File: config.mk
export PLATFORM = sky130hd
export DESIGN_NAME = pipelined_decoder
export DESIGN_NICKNAME = d
export VERILOG_FILES = /design/src/rtl/pipelined_decoder.sv
export SDC_FILE = /design/constraint.sdc
export NUM_CORES = 1
export LEC_CHECK = 0
export ABC_AREA = 1
export CAP_MARGIN = 20
export CORE_MARGIN = 5
export CORE_UTILIZATION = 50
export DETAILED_ROUTE_END_ITERATION = 7
export PLACE_DENSITY = 0.76
export SLEW_MARGIN = 40
export SYNTH_ARGS = -nofsm -noshare
export SYNTH_HDL_FRONTEND = slang
export SYNTH_SLANG_ARGS = --single-unit
File: constraint.sdc
create_clock -name clock -period 2.6 [get_ports clock]
set_input_delay 0.52 -clock clock [delete_from_list [all_inputs] [get_ports clock]]
set_output_delay 0.52 -clock clock [all_outputs]
set_load 0.05 [all_outputs]
File: src/rtl/pipelined_decoder.sv
// rtl/pipelined_decoder.sv - LEGv8 opcode decode stage feeding a DEPTH-entry control-bundle FIFO
// Optional build macro DECODE_STALL_ON_ILLEGAL_EN: an illegal decode holds in_ready low until flush/reset.
module pipelined_decoder #(
  parameter int DEPTH      = 4,
  parameter int REG_ADDR_W = 5,
  parameter int ALU_CODE_W = 4
) (
  input  logic                    clock,
  input  logic                    reset,
  input  logic                    flush,
  input  logic                    in_valid,
  output logic                    in_ready,
  input  logic [31:0]             instruction,
  output logic                    out_valid,
  input  logic                    out_ready,
  output logic                    unconditionalBranch,
  output logic                    branch,
  output logic                    memRead,
  output logic                    memToReg,
  output logic                    memWrite,
  output logic                    aluSRC,
  output logic                    regWriteFlag,
  output logic [ALU_CODE_W-1:0]   aluControlCode,
  output logic [REG_ADDR_W-1:0]   readRegister1,
  output logic [REG_ADDR_W-1:0]   readRegister2,
  output logic [REG_ADDR_W-1:0]   writeRegister,
  output logic                    illegal,
  output logic [$clog2(DEPTH):0]  count
);

  localparam int PTR_W = $clog2(DEPTH);
  localparam int CNT_W = PTR_W + 1;

  typedef struct packed {
    logic                  unconditionalBranch;
    logic                  branch;
    logic                  memRead;
    logic                  memToReg;
    logic                  memWrite;
    logic                  aluSRC;
    logic                  regWriteFlag;
    logic [ALU_CODE_W-1:0] aluControlCode;
    logic [REG_ADDR_W-1:0] readRegister1;
    logic [REG_ADDR_W-1:0] readRegister2;
    logic [REG_ADDR_W-1:0] writeRegister;
    logic                  illegal;
  } bundle_t;

  bundle_t             decoded;
  bundle_t             decBundle;
  logic                decValid;
  logic                useRtAsRead2;
  bundle_t             fifoMem [DEPTH];
  bundle_t             head;
  logic [PTR_W-1:0]    wrPtr;
  logic [PTR_W-1:0]    rdPtr;
  logic                pop;
  logic                push;
  logic                roomAfterPop;
  logic                accept;
  logic                unusedImmBits;

  // Immediate/shift bits [15:10] carry no control information for this decoder.
  assign unusedImmBits = ^instruction[15:10];

  always_comb begin
    decoded      = '0;
    useRtAsRead2 = 1'b0;
    if (instruction[31:21] == 11'b10001011000) begin
      decoded.regWriteFlag   = 1'b1;
      decoded.aluControlCode = ALU_CODE_W'(4'b0010);
    end else if (instruction[31:21] == 11'b11001011000) begin
      decoded.regWriteFlag   = 1'b1;
      decoded.aluControlCode = ALU_CODE_W'(4'b0110);
    end else if (instruction[31:21] == 11'b10001010000) begin
      decoded.regWriteFlag   = 1'b1;
      decoded.aluControlCode = ALU_CODE_W'(4'b0000);
    end else if (instruction[31:21] == 11'b10101010000) begin
      decoded.regWriteFlag   = 1'b1;
      decoded.aluControlCode = ALU_CODE_W'(4'b0001);
    end else if (instruction[31:21] == 11'b11111000010) begin
      decoded.memRead        = 1'b1;
      decoded.memToReg       = 1'b1;
      decoded.aluSRC         = 1'b1;
      decoded.regWriteFlag   = 1'b1;
      decoded.aluControlCode = ALU_CODE_W'(4'b0010);
    end else if (instruction[31:21] == 11'b11111000000) begin
      decoded.memWrite       = 1'b1;
      decoded.aluSRC         = 1'b1;
      decoded.aluControlCode = ALU_CODE_W'(4'b0010);
      useRtAsRead2           = 1'b1;
    end else if (instruction[31:25] == 7'b1011010) begin
      // CBZ and CBNZ differ only in bit 24; both read Rt for the zero test.
      decoded.branch         = 1'b1;
      decoded.aluControlCode = ALU_CODE_W'(4'b0111);
      useRtAsRead2           = 1'b1;
    end else if (instruction[31:26] == 6'b000101) begin
      decoded.unconditionalBranch = 1'b1;
      decoded.aluControlCode      = ALU_CODE_W'(4'b0111);
    end else if (instruction[31:23] == 9'b110100101) begin
      decoded.aluSRC         = 1'b1;
      decoded.regWriteFlag   = 1'b1;
      decoded.aluControlCode = ALU_CODE_W'(4'b1101);
    end else begin
      decoded.illegal = 1'b1;
    end
    decoded.readRegister1 = REG_ADDR_W'(instruction[9:5]);
    decoded.writeRegister = REG_ADDR_W'(instruction[4:0]);
    decoded.readRegister2 = useRtAsRead2 ? REG_ADDR_W'(instruction[4:0])
                                         : REG_ADDR_W'(instruction[20:16]);
  end

  assign out_valid    = (count != '0);
  assign pop          = out_valid && out_ready;
  assign roomAfterPop = (count < CNT_W'(DEPTH)) || pop;
  assign push         = decValid && roomAfterPop;
  assign accept       = in_valid && in_ready;

`ifdef DECODE_STALL_ON_ILLEGAL_EN
  logic stalled;
  assign in_ready = !stalled && (!decValid || roomAfterPop);
`else
  assign in_ready = !decValid || roomAfterPop;
`endif

  always_ff @(posedge clock) begin
    if (reset || flush) begin
      decValid  <= 1'b0;
      decBundle <= '0;
      wrPtr     <= '0;
      rdPtr     <= '0;
      count     <= '0;
`ifdef DECODE_STALL_ON_ILLEGAL_EN
      stalled   <= 1'b0;
`endif
    end else begin
      if (push) begin
        fifoMem[wrPtr] <= decBundle;
        wrPtr          <= wrPtr + 1'b1;
      end
      if (pop) begin
        rdPtr <= rdPtr + 1'b1;
      end
      count <= count + CNT_W'(push) - CNT_W'(pop);
      if (accept) begin
        decValid  <= 1'b1;
        decBundle <= decoded;
      end else if (push) begin
        decValid  <= 1'b0;
      end
`ifdef DECODE_STALL_ON_ILLEGAL_EN
      if (accept && decoded.illegal) begin
        stalled <= 1'b1;
      end
`endif
    end
  end

  // Head reads as all-zero whenever the FIFO is empty so stale slots never leak out.
  always_comb begin
    head = '0;
    if (out_valid) begin
      head = fifoMem[rdPtr];
    end
  end

  assign unconditionalBranch = head.unconditionalBranch;
  assign branch              = head.branch;
  assign memRead             = head.memRead;
  assign memToReg            = head.memToReg;
  assign memWrite            = head.memWrite;
  assign aluSRC              = head.aluSRC;
  assign regWriteFlag        = head.regWriteFlag;
  assign aluControlCode      = head.aluControlCode;
  assign readRegister1       = head.readRegister1;
  assign readRegister2       = head.readRegister2;
  assign writeRegister       = head.writeRegister;
  assign illegal             = head.illegal;

endmodule

==> results.md, run 1 <==
* Period utilization at 94.0%
* Global-route wire length before repair at 20.7 mm
* Worst R2R Setup Slack at 0.56 ns
* CP max stage cell: dfxtp_2
* Synth cell types at 27
* Crit path capture type: primary output
* CTS tree: built
* Power, Total at 5.22 mW
* Area Overhead vs Synth at 26.5%
* Antenna diodes at 0
* DRC Markers at 0
* Worst EP required at 2.08 ns
* Post-synth design cell area at 0.00575 sq mm
* Vias per cell at 5.36
* # rows at 39
* Slew @ Worst Pin at 0.578 ns
* Vias in the first global route at 4267
* Worst path depth at 6
* Max Clock Freq at 0.409 GHz
* Hold_sp: count[2]
* Clock Path Buffers at 2
* Pwr/cell area at 718 mW/mm^2
* Worst EP arrival at 1.92 ns
* Critical path cell sequence: nor2_1, nand2_2, clkinv_2, buf_4, a21oi_2, buf_4
* Post-Syn Area per Cell at 10.3 sq um
* Global route total overflow at 0
* Max-slew violations at 0
* Clock Sinks at 140
* Hold depth at 1
* CP delay by family, top: buffers and inverters
* Synth Instances at 559
* Max incr delay on CP at 0.38 ns
* Worst Hold Path EP: count[2]
* HPWL after DPL at 8.23 mm
* Clk slew on worst S/H paths at 0.05 ns
* Overall Global Routing Usage at 20.4%
* I/O Buffers at 62
* Initial antenna violation count at 0
* Seq cells post-synth at 140
* Setup-failing EPs final at 0
* Initial Util at 50.8%
* Post-layout util at 64.2%
* Cts bufs inserted at 17
* Worst vdd ir at 0.393 mV
* Full die area at 0.0137 sq mm
* Top_reg_cell synth: edfxtp_1
* CTS H-tree lvls at 4
* Syn_nets at 603
* RD Place Congestion at 0.903
* Post-layout min period at 2.44 ns
* Layout fillers at 854
* Total I/O pin count at 69
* Reported max-cap violation count at 0
* DR WL/cell at 16.4 um
* Clk_lat worst skew at 0.41 ns
* Commonest non-fill, non-tap cell in the layout: nor2_1
* Post-synth EDFFs at 104
* CP Launch Type: register
* Setup repair after global routing missed its margin: no
* CP Buf/Inv Count at 3
* Core ar. at 0.0113 sq mm
* Pin count of the biggest net entering global routing at 43
* Reg2Reg Depth at 12
* Worst flop-to-flop path startpoint: count[1]
* Final wirelength at 12.9 mm
* Initial DRC Count at 300
* Status: complete, no violations
* Skew final at 0.00426 ns
* FF-to-FF End: count[2]
* Die height at 117 um
* Hold WC Path Type: register to register
* Post-synthesis async set-or-reset flop share at 0%
* Antenna viol nets, final at 0
* Crit Path Class: register to primary output
* Die Span X at 117 um
* Final Hold Fails at 0
* Nets at 678
* Sequential area share after synthesis at 66.9%
* Ratio of cells with drive above 1 in the final layout at 19.2%
* Cell mode on critical path: buf_4
* Worst slew margin at 61.4%
* Initial DRT Pass Iterations at 5
* Hold Slack at 0.456 ns
* Clock Tree Root: clkbuf_16
* TNS Setup at 0 ns
* Ys Warns at 0
* DR vias at 4232
* Crit path max fanout at 14
* LEAKAGE at 2.65 nW
* Most frequent cells in the layout: nor2_1 (149), edfxtp_1 (104), o21ai_0 (63)
what timing repair did:
item | CTS | global route
buffers inserted | 0 | 0
endpoints found under the setup margin | 20 | 0
hold buffers | 0 | 0
gates resized for setup | 1 | 0
worst max path at each step:
stage                         start       endpoint
after floorplan               flush  fifoMem[0][0]
after global placement    out_ready       count[2]
after detailed placement  out_ready       count[2]
after CTS                  count[1]        illegal
after global routing       count[1]        illegal
final                      count[1]        illegal
registers in the layout, indices dropped and copies added (netlist names), named ones only:
signal / count
count: 3
decBundle: 26
decValid: 1
fifoMem: 104
rdPtr: 2
wrPtr: 2
cell type report:
| type | instances | area, sq um | share of cell area (%) |
|---|---|---|---|
| timing repair buffer | 83 | 771 | 10.6 |
| inverter | 31 | 118 | 1.62 |
| clock inverter | 11 | 144 | 1.98 |
| clock buffer | 21 | 450 | 6.20 |
| tap | 143 | 179 | 2.46 |
| multi-input combinational | 361 | 1760 | 24.2 |
| sequential | 140 | 3850 | 52.9 |
logic make-up after synthesis:
kind of cell	synth area share (%)
adders and majority gates	1.65
AOI/OAI and AO/OA	11.0
DFF	66.9
and+or+nand+nor	16.2
buffers and inverters	4.16
xor gates and xnor gates	0.152
synth_stat cells, drive strengths merged, types with 2 or more instances:
library cell / count / area share (%)
a31oi: 5 / 0.54
nor2: 158 / 11
nand2: 45 / 3.2
edfxtp: 104 / 54
inv: 29 / 1.9
nand4: 5 / 0.54
dfxtp: 36 / 13
nand3: 17 / 1.5
ha: 6 / 1.3
o21ai: 78 / 6.8
clkbuf: 12 / 0.81
clkinv: 2 / 0.13
a21oi: 42 / 3.7
buf: 15 / 1.3
nor3: 2 / 0.17
per-layer routing:
metal	track usage [%]	wire, um
met2	34.5	6550
met1	24.1	5290
met4	8.03	184
met3	6.43	931
met5	0	0
through the flow:
step | cells | area, sq um | setup slack [ns]
floorplan | 559 | 5840 | -0.0725
global placement | 758 | 6670 | 0.129
detailed placement | 758 | 6670 | 0.0690
CTS | 790 | 7270 | 0.144
global route | 790 | 7270 | 0.0746
finish | 790 | 7270 | 0.157
power breakdown:
part	total [mW]	leakage (nW)	switching, mW	internal, mW
sequential	2.43	1.20	0.0198	2.41
clock	2.39	0.292	0.860	1.53
combinational	0.404	1.16	0.266	0.138
Power figures use the tool's default switching activity.
==> run 2: changes to the inputs <==
--- a/config.mk
+++ b/config.mk
@@ -11,6 +11,7 @@
 export CORE_UTILIZATION = 50
 export DETAILED_ROUTE_END_ITERATION = 7
 export PLACE_DENSITY = 0.76
+export RECOVER_POWER = 50
 export SLEW_MARGIN = 40
 export SYNTH_ARGS = -nofsm -noshare
 export SYNTH_HDL_FRONTEND = slang
==> run 2 against run 1 <==
Setup slack worse by 0.0050 ns. First-iteration DRC count is 6.7% higher. Largest power group unchanged. Global-route usage stayed put. Critical path depth stayed put. Maximum frequency is 0.20% lower. Die area stayed put.
==> results.md, run 2 (synthesis gave the netlist of run 1 again) <==
* Sw Share at 22.0%
* Clk_lat worst skew at 0.41 ns
* TNS Setup at 0 ns
* Nets at 678
* Share of power burned in registers at 46.5%
* Top Registers: fifoMem: 104 flops, decBundle: 26 flops, count: 3 flops
* Vias per cell at 5.38
* Post-layout min period at 2.45 ns
* Initial DRC Count at 320
* CP max stage cell: dfxtp_2
* I/O Buffers at 62
* Overall Global Routing Usage at 20.4%
* Clock network fraction of design power at 45.8%
* Clock Tree Root: clkbuf_16
* Core ar. at 0.0113 sq mm
* Hold WC Path Type: register to register
* CP Launch Type: register
* # rows at 39
* Final Hold Fails at 0
* Reported max-cap violation count at 0
* Full die area at 0.0137 sq mm
* Die Span X at 117 um
* DR vias at 4252
* Initial antenna violation count at 0
* Most frequent cells in the layout: nor2_1 (149), edfxtp_1 (104), o21ai_0 (67)
* Cell mode on critical path: buf_4
* P_sw at 1.15 mW
* DRC Markers at 0
* Worst vdd ir at 0.387 mV
* Max incr delay on CP at 0.38 ns
* Worst EP arrival at 1.93 ns
* Final wirelength at 13.0 mm
* Crit path capture type: primary output
* Register Area at 0.00385 sq mm
* Placed Area at 0.00667 sq mm
* CTS H-tree lvls at 4
* Crit Path Class: register to primary output
* Initial Util at 50.8%
* Pwr/cell area at 719 mW/mm^2
* Final Cell Area at 0.00726 sq mm
* Die height at 117 um
* Slew @ Worst Pin at 0.941 ns
* Clk slew on worst S/H paths at 0.05 ns
* Pin count of the biggest net entering global routing at 43
* DR WL/cell at 16.4 um
* Max Clock Freq at 0.408 GHz
* LEAKAGE at 2.64 nW
* CP Buf/Inv Count at 3
* Antenna viol nets, final at 0
* Worst slew margin at 37.3%
* CTS tree: built
* Hold Buf Count CTS at 0
* Initial DRT Pass Iterations at 5
* Area Overhead vs Synth at 26.3%
* Antenna diodes at 0
* Worst EP required at 2.08 ns
* Skew final at 0.00431 ns
* Cts bufs inserted at 17
* Period utilization at 94.2%
* Commonest non-fill, non-tap cell in the layout: nor2_1
* Most flop-heavy register: fifoMem
* Vias in the first global route at 4267
* HPWL after DPL at 8.23 mm
* Setup-failing EPs final at 0
* Multi-input logic area at 0.00176 sq mm
* Clock Sinks at 140
* Critical path cell sequence: nor2_1, nand2_2, clkinv_2, buf_4, a21oi_2, buf_4
* Total I/O pin count at 69
* Global route total overflow at 0
* Layout fillers at 858
* P_int at 4.07 mW
* Global-route wire length before repair at 20.7 mm
* Max-slew violations at 0
* Status: complete, no violations
* RD Place Congestion at 0.903
* Setup repair bufs after CTS at 0
* Max reg flops at 104
* Power, Total at 5.22 mW
* Comb pwr share at 7.7%
* Ratio of cells with drive above 1 in the final layout at 18.5%
* Clock Path Buffers at 2
* CP delay by family, top: buffers and inverters
* Crit path max fanout at 14
* Setup repair after global routing missed its margin: no
* Post-cts sizing count at 1
==> run 2: metrics by stage <==
stage | hold slack, ns | setup slack [ns] | cells | util [%]
2_1_floorplan | 0.436 | -0.0725 | 559 | -
3_5_place_dp | 0.445 | 0.0690 | 758 | 59.0
3_3_place_gp | 0.440 | 0.129 | 758 | 59.0
5_1_grt | 0.491 | 0.0746 | 790 | 64.1
4_1_cts | 0.454 | 0.144 | 790 | 64.2
6_report | 0.460 | 0.152 | 790 | 64.1
==> run 2: layout make-up <==
class / count / area share (%)
Timing Repair Buffer: 83 / 10.5
Inverter: 31 / 1.62
Clock buffer: 21 / 6.21
Tap cell: 143 / 2.47
Multi-Input combinational cell: 361 / 24.2
Clock inverter: 11 / 1.98
Sequential cell: 140 / 53.0
==> run 2: power groups by stage <==
stage	registers, mW	clock network, mW	logic, mW
CTS	2.43	2.42	0.407
floorplan	2.47	0	0.242
global placement	2.47	0	0.397
finish	2.43	2.39	0.402
global route	2.43	2.52	0.431
detailed placement	2.47	0	0.403
==> run 2: worst register-to-register path, delay by kind of cell (launching register included) <==
| family | cells | cell delay (ns) |
|---|---|---|
| flip-flops | 1 | 0.35 |
| adder cells (fa/ha/maj) | 3 | 0.78 |
| XOR/XNOR | 1 | 0.16 |
| AO/OA/AOI/OAI | 2 | 0.24 |
| buffers and inverters | 3 | 0.17 |
| AND/OR/NAND/NOR | 3 | 0.28 |
==> run 2: worst paths after layout <==
kind                  from       end  slack (ns)  depth (start not counted)
setup / recovery  count[1]   illegal        0.15                          6
hold / removal    count[2]  count[2]        0.46                          1
setup reg to reg  count[1]  count[2]        0.55                         12
hold reg to reg   count[2]  count[2]        0.46                          1
==> run 2: per-layer routing <==
metal	GRT usage [%]	wire length [um]	part of all wire, %	vias up
met5	0	0	0	-
met4	8.03	198	1.5	0
met3	6.43	1010	7.8	20
met2	34.5	6480	50	173
met1	24.1	5280	41	1994
li1	-	-	-	2065
